==> src/rtl/order_book_pkg.sv <==
// rtl/order_book_pkg.sv - request codes, message field offsets, FSM states and command record
package order_book_pkg;

  localparam logic [7:0] REQ_ADD      = 8'h53;
  localparam logic [7:0] REQ_DELETE   = 8'h44;
  localparam logic [7:0] REQ_DECREASE = 8'h45;

  // MSB of each field inside the ingress message
  localparam int REQ_MSB  = 319;
  localparam int OID_MSB  = 247;
  localparam int SID_MSB  = 183;
  localparam int SIDE_MSB = 151;
  localparam int QTY_MSB  = 143;
  localparam int PX_MSB   = 111;

  localparam int MAX_STOCKS = 16;

  typedef enum logic [1:0] {
    IDLE     = 2'd0,
    DECODE   = 2'd1,
    DISPATCH = 2'd2
  } dispatch_state_e;

  typedef struct packed {
    logic [31:0]               order_id;
    logic [31:0]               quantity;
    logic [63:0]               price;
    logic [7:0]                side;
    logic [3*MAX_STOCKS-1:0]   stock_activate;
  } command_t;

  // {add, delete, decrease}; all-zero marks an unknown request
  function automatic logic [2:0] req_code(input logic [7:0] req);
    case (req)
      REQ_ADD:      req_code = 3'b100;
      REQ_DELETE:   req_code = 3'b010;
      REQ_DECREASE: req_code = 3'b001;
      default:      req_code = 3'b000;
    endcase
  endfunction

endpackage

==> src/rtl/order_dispatcher_stock_id_lookup.sv <==
// rtl/order_dispatcher_stock_id_lookup.sv - maps a stock_id onto a book index on a BASE + i*STEP grid
module stock_id_lookup #(
  parameter int          NUM_STOCKS = 4,
  parameter logic [31:0] BASE       = 32'h10,
  parameter logic [31:0] STEP       = 32'h10,
  parameter int          IDX_W      = 2
) (
  input  logic [31:0]      stock_id,
  output logic             hit,
  output logic [IDX_W-1:0] index
);

  logic [31:0] offset;
  logic [31:0] quot;

  always_comb begin
    offset = stock_id - BASE;
    quot   = offset / STEP;
    hit    = (stock_id >= BASE) && ((offset % STEP) == 32'd0) && (quot < 32'(NUM_STOCKS));
    index  = quot[IDX_W-1:0];
  end

endmodule

==> src/rtl/order_dispatcher.sv <==
// rtl/order_dispatcher.sv - pops order messages and dispatches one-hot commands to NUM_STOCKS books
// Optional saturating statistics counters under ORDER_DISPATCH_STATS_EN.
module order_dispatcher
  import order_book_pkg::*;
#(
  parameter int          NUM_STOCKS     = 4,
  parameter int          MSG_W          = 320,
  parameter logic [31:0] STOCK_ID_BASE  = 32'h10,
  parameter logic [31:0] STOCK_ID_STEP  = 32'h10,
  parameter int          TIMEOUT_CYCLES = 1024,
  parameter int          CNT_W          = 16
) (
  input  logic                    clk,
  input  logic                    reset,
  input  logic                    buf_not_empty,
  input  logic [MSG_W-1:0]        buf_data,
  output logic                    buf_pop,
  input  logic [NUM_STOCKS-1:0]   stock_ready,
  output logic                    valid,
  output logic [3*NUM_STOCKS-1:0] stock_activate,
  output logic [31:0]             out_order_id,
  output logic [31:0]             out_quantity,
  output logic [63:0]             out_price,
  output logic [7:0]              out_side,
  output logic [1:0]              current_state,
  output logic                    err_unknown,
  output logic                    err_timeout
`ifdef ORDER_DISPATCH_STATS_EN
  ,
  output logic [CNT_W-1:0]        dispatch_count,
  output logic [CNT_W-1:0]        drop_count
`endif
);

  localparam int          IDX_W    = (NUM_STOCKS > 1) ? $clog2(NUM_STOCKS) : 1;
  localparam logic [31:0] TMO_LAST = 32'(TIMEOUT_CYCLES - 1);

  dispatch_state_e  state, state_next;
  logic [MSG_W-1:0] msg;
  logic [31:0]      tmo_cnt;
  logic [IDX_W-1:0] lk_index, target;
  logic             hit;
  logic [2:0]       code;
  command_t         cmd, cmd_next;
  logic             load_cmd, drop, ack, expire;
  logic             unused_bits;

  assign code = req_code(msg[REQ_MSB -: 8]);

  stock_id_lookup #(
    .NUM_STOCKS (NUM_STOCKS),
    .BASE       (STOCK_ID_BASE),
    .STEP       (STOCK_ID_STEP),
    .IDX_W      (IDX_W)
  ) u_lookup (
    .stock_id (msg[SID_MSB -: 32]),
    .hit      (hit),
    .index    (lk_index)
  );

  always_comb begin
    cmd_next.order_id       = msg[OID_MSB -: 32];
    cmd_next.quantity       = msg[QTY_MSB -: 32];
    cmd_next.price          = msg[PX_MSB -: 64];
    cmd_next.side           = msg[SIDE_MSB -: 8];
    // book 0 occupies the most significant triple
    cmd_next.stock_activate = {{(3*MAX_STOCKS-3){1'b0}}, code}
                              << (3 * (NUM_STOCKS - 1 - int'(lk_index)));
  end

  always_ff @(posedge clk or posedge reset) begin
    if (reset) state <= IDLE;
    else       state <= state_next;
  end

  always_comb begin
    state_next = state;
    buf_pop    = 1'b0;
    load_cmd   = 1'b0;
    drop       = 1'b0;
    ack        = 1'b0;
    expire     = 1'b0;
    case (state)
      IDLE: begin
        if (buf_not_empty && !reset) begin
          buf_pop    = 1'b1;
          state_next = DECODE;
        end
      end
      DECODE: begin
        if (hit && (code != 3'b000)) begin
          load_cmd   = 1'b1;
          state_next = DISPATCH;
        end else begin
          drop       = 1'b1;
          state_next = IDLE;
        end
      end
      DISPATCH: begin
        // an ack on the timeout edge still counts as a completed dispatch
        if (valid && stock_ready[target]) begin
          ack        = 1'b1;
          state_next = IDLE;
        end else if ((TIMEOUT_CYCLES != 0) && (tmo_cnt == TMO_LAST)) begin
          expire     = 1'b1;
          state_next = IDLE;
        end
      end
      default: state_next = IDLE;
    endcase
  end

  always_ff @(posedge clk or posedge reset) begin
    if (reset) begin
      msg         <= '0;
      cmd         <= '0;
      valid       <= 1'b0;
      target      <= '0;
      tmo_cnt     <= '0;
      err_unknown <= 1'b0;
      err_timeout <= 1'b0;
    end else begin
      err_unknown <= drop;
      err_timeout <= expire;
      if (buf_pop) msg <= buf_data;
      if (load_cmd) begin
        cmd     <= cmd_next;
        valid   <= 1'b1;
        target  <= lk_index;
        tmo_cnt <= '0;
      end else if (ack || expire) begin
        cmd    <= '0;
        valid  <= 1'b0;
        target <= '0;
      end else if (state == DISPATCH) begin
        tmo_cnt <= tmo_cnt + 32'd1;
      end
    end
  end

  assign stock_activate = cmd.stock_activate[3*NUM_STOCKS-1:0];
  assign out_order_id   = cmd.order_id;
  assign out_quantity   = cmd.quantity;
  assign out_price      = cmd.price;
  assign out_side       = cmd.side;
  assign current_state  = state;
  assign unused_bits    = ^{msg, cmd.stock_activate};

`ifdef ORDER_DISPATCH_STATS_EN
  always_ff @(posedge clk or posedge reset) begin
    if (reset) begin
      dispatch_count <= '0;
      drop_count     <= '0;
    end else begin
      if (ack && (dispatch_count != {CNT_W{1'b1}}))
        dispatch_count <= dispatch_count + 1'b1;
      if ((drop || expire) && (drop_count != {CNT_W{1'b1}}))
        drop_count <= drop_count + 1'b1;
    end
  end
`else
  localparam int cnt_w_unused = CNT_W;
`endif

endmodule

==> config.mk <==
export PLATFORM = sky130hd
export DESIGN_NAME = order_dispatcher
export DESIGN_NICKNAME = d
export VERILOG_FILES = /design/src/rtl/order_book_pkg.sv /design/src/rtl/order_dispatcher_stock_id_lookup.sv /design/src/rtl/order_dispatcher.sv
export SDC_FILE = /design/constraint.sdc
export NUM_CORES = 1
export LEC_CHECK = 0
export BUFFER_PORTS_ARGS = -buffer_cell sky130_fd_sc_hd__buf_2
export CELL_PAD_IN_SITES_DETAIL_PLACEMENT = 0
export CELL_PAD_IN_SITES_GLOBAL_PLACEMENT = 2
export CORE_UTILIZATION = 30
export DETAILED_ROUTE_END_ITERATION = 8
export PLACE_DENSITY = 0.77
export SYNTH_ARGS = -nofsm -noshare
export SYNTH_HDL_FRONTEND = slang
export SYNTH_SLANG_ARGS = --single-unit
==> constraint.sdc <==
create_clock -name clk -period 19.7 [get_ports clk]
set_input_delay 1.97 -clock clk [delete_from_list [all_inputs] [get_ports clk]]
set_output_delay 1.97 -clock clk [all_outputs]
set_load 0.005 [all_outputs]
==> flow_summary.json <==
{
  "cts_resized": 0,
  "portBuffers": 336,
  "multiInputGateArea_mm2": 0.00556,
  "grt_max_degree": 165,
  "max-vdd-ir-drop_v": 0.0000629,
  "track_usage_pct": 15.0,
  "io-pin-count": 481,
  "instances_no_fill": 2408,
  "period_needed_ns": 5.29,
  "wl_per_cell_um": 16.2,
  "synth_top_area_share_pct": 58.5,
  "finalPower_w": 0.00197,
  "synth_top_family_by_area": "multiplexers",
  "syn_nets": 1712,
  "crit_arrival_ns": 5.75,
  "required_ns": 20.16,
  "crit_type": "register to register",
  "synth_area_mm2": 0.0155,
  "clock_latency_ns": 0.55,
  "syn_inst": 1381,
  "rows": 82,
  "fin_util_pct": 37.9,
  "drt_pre_antenna_iters": 4,
  "synthMuxAreaShare_pct": 18.4,
  "synth_seq_cells": 363,
  "antenna_found_initial": 13,
  "ys_types": 52,
  "die_area_mm2": 0.0526,
  "clock-root-buffer": "clkbuf_16",
  "drt-initial-drc-count": 554,
  "holdCritPathClass": "register to register",
  "finalCritPeriodShare_pct": 26.8,
  "drc": 0,
  "ys_seq_area_share_pct": 58.5,
  "core_area_mm2": 0.0506,
  "seq_area_mm2": 0.00908,
  "crit_family": "buffers and inverters",
  "relSlewSlack_pct": 28.6,
  "cap_violations": 0,
  "dieHeight_um": 229,
  "hpwl_um": 25700,
  "drive_gt1_share_pct": 31.5,
  "max_stage_delay_ns": 0.86,
  "synth_compound_area_share_pct": 3.21,
  "setup_slack_ns": 14.41,
  "tightest_slew_ns": 1.07,
  "ys_warn_count": 0,
  "cp.buffers_inverters": 3,
  "path_cells": "inv_1, ha_1, nand2_1, o311ai_0, a21oi_1, o21ai_0, or4_4, buf_4, buf_4, mux2i_1",
  "hold_buffers": 0,
  "worstSetupStartpointType": "register",
  "die_w_um": 229,
  "post_synth_xor_area_fraction_pct": 1.86,
  "async_reset_ff_share_pct": 100,
  "cts_tree": "built",
  "slew_violations": 0,
  "synth_fa_ha_area_share_pct": 0.323,
  "outcome": "complete, no violations",
  "critPathCaptureType": "register",
  "yosys-top-cells-count": "dfrtp_1, nand2_1, mux2i_1, inv_1, mux2_2",
  "rsz0062_at_grt": "false",
  "clk_path_buf_depth": 3,
  "grt_pass1_vias": 11158,
  "synthTopCellsByArea": "dfrtp_1, mux2i_1, mux2_2",
  "fmax_mhz": 189,
  "place.gp.congestion": 0.784,
  "fin_worst_skew_ns": 0.0150,
  "synth_simple_gate_area_share_pct": 11.9,
  "path_common_cell": "buf_4",
  "avgSynthCellArea_um2": 11.2,
  "num-fill-cells": 5003,
  "htreeDepth": 2,
  "viasPerCell": 4.48,
  "synth_top_cell_by_area": "dfrtp_1",
  "finish.net_count": 2033,
  "post-cts-setup-buffers": 0,
  "start_util_pct": 30.7,
  "setup_viol": 0,
  "overflow": 0,
  "clkTransAtPathRegs_ns": 0.06,
  "hold_viol": 0,
  "cts_buffers": 42,
  "leakagePower_nw": 10.3,
  "synth_edf_count": 0,
  "vias": 10780,
  "grt_pass1_wl_um": 63000,
  "critPathSlowestCell": "buf_4",
  "routed_wl_um": 39000,
  "yosys_most_used_dff": "dfrtp_1",
  "fin_setup_tns_ns": 0,
  "yosys.cell_count.top_type": "dfrtp_1",
  "dp_cells": 2330,
  "dp_slack_ns": 14.29,
  "postRouteAntennaNets": 0,
  "area_growth_pct": 23.7,
  "cts_sinks": 363,
  "p_per_area_mw_per_mm2": 102,
  "critPathMaxFanout": 51
}
-- power by group --
part	total, W	internal [W]	switching [W]
registers	0.000927	0.000863	0.0000640
logic	0.000273	0.000134	0.000139
clock network	0.000767	0.000458	0.000310
-- flip-flops by register name (all words and copies together), names as in the netlist --
register        flops
tmo_cnt            32
out_order_id       32
err_timeout         1
out_quantity       32
msg               176
err_unknown         1
out_price          64
out_side            8
current_state       2
valid               1
target              2
stock_activate     12
-- stage by stage --
stage	cell area (µm²)	hold slack (ns)
floorplan	15500	0.472
global placement	17800	0.488
detailed placement	17800	0.492
CTS	19200	0.504
global route	19200	0.512
finish	19200	0.503
-- routing by layer --
metal  wire (µm)  global-route usage [%]  vias to the layer above
met4        1020                    5.29                       16
met2       17000                    22.7                      253
li1            -                       -                     5201
met3        3090                    5.47                       85
met1       17700                    19.7                     5225
met5          95                       0                        -
-- placed cells by master (no fill, tap or decap), types with 16 or more instances in the layout --
cell and n:
dfrtp_1 363, nand2_1 244, inv_1 147, mux2_2 118, buf_2 336, o21ai_0 68, xnor2_1 20, clkbuf_16 43
nor2_1 55, mux2i_1 150, nor4_1 16
-- worst register-to-register path: cells and delay by family, from the launching register on --
family,cells,cell delay [ns]
buffers and inverters,3,1.99
multiplexers,1,0.37
AO/OA/AOI/OAI,3,0.92
adder cells (fa/ha/maj),1,0.34
AND/OR/NAND/NOR,2,1.01
flip-flops,1,0.58
-- cell families after synthesis --
| logic type | Yosys count |
|---|---|
| and+or+nand+nor | 406 |
| muxes | 269 |
| AOI/OAI and AO/OA | 89 |
| DFF | 363 |
| xor gates and xnor gates | 33 |
| buffers and inverters | 217 |
| adders and majority gates | 4 |
-- cell type report --
class                           instances  share of cell area (%)
Sequential cell                       363                    47.3
Clock inverter                         12                   0.515
Inverter                              148                    2.93
Timing Repair Buffer                  346                    9.22
Antenna cell                            4                  0.0521
Tap cell                              672                    4.38
Multi-Input combinational cell        801                    29.0
Clock buffer                           62                    6.60
-- final timing paths --
path	start	endpoint	slack, ns	cells after the start
hold reg to reg	msg[138]	msg[138]	0.50	1
setup reg to reg	msg[156]	out_quantity[19]	14.41	10
setup / recovery	msg[156]	out_quantity[19]	14.41	10
max in group asynchronous	reset	msg[126]	16.00	4
min in group asynchronous	reset	valid	1.60	2
hold / removal	msg[138]	msg[138]	0.50	1
Note: power is estimated with default switching activity, not from simulation.
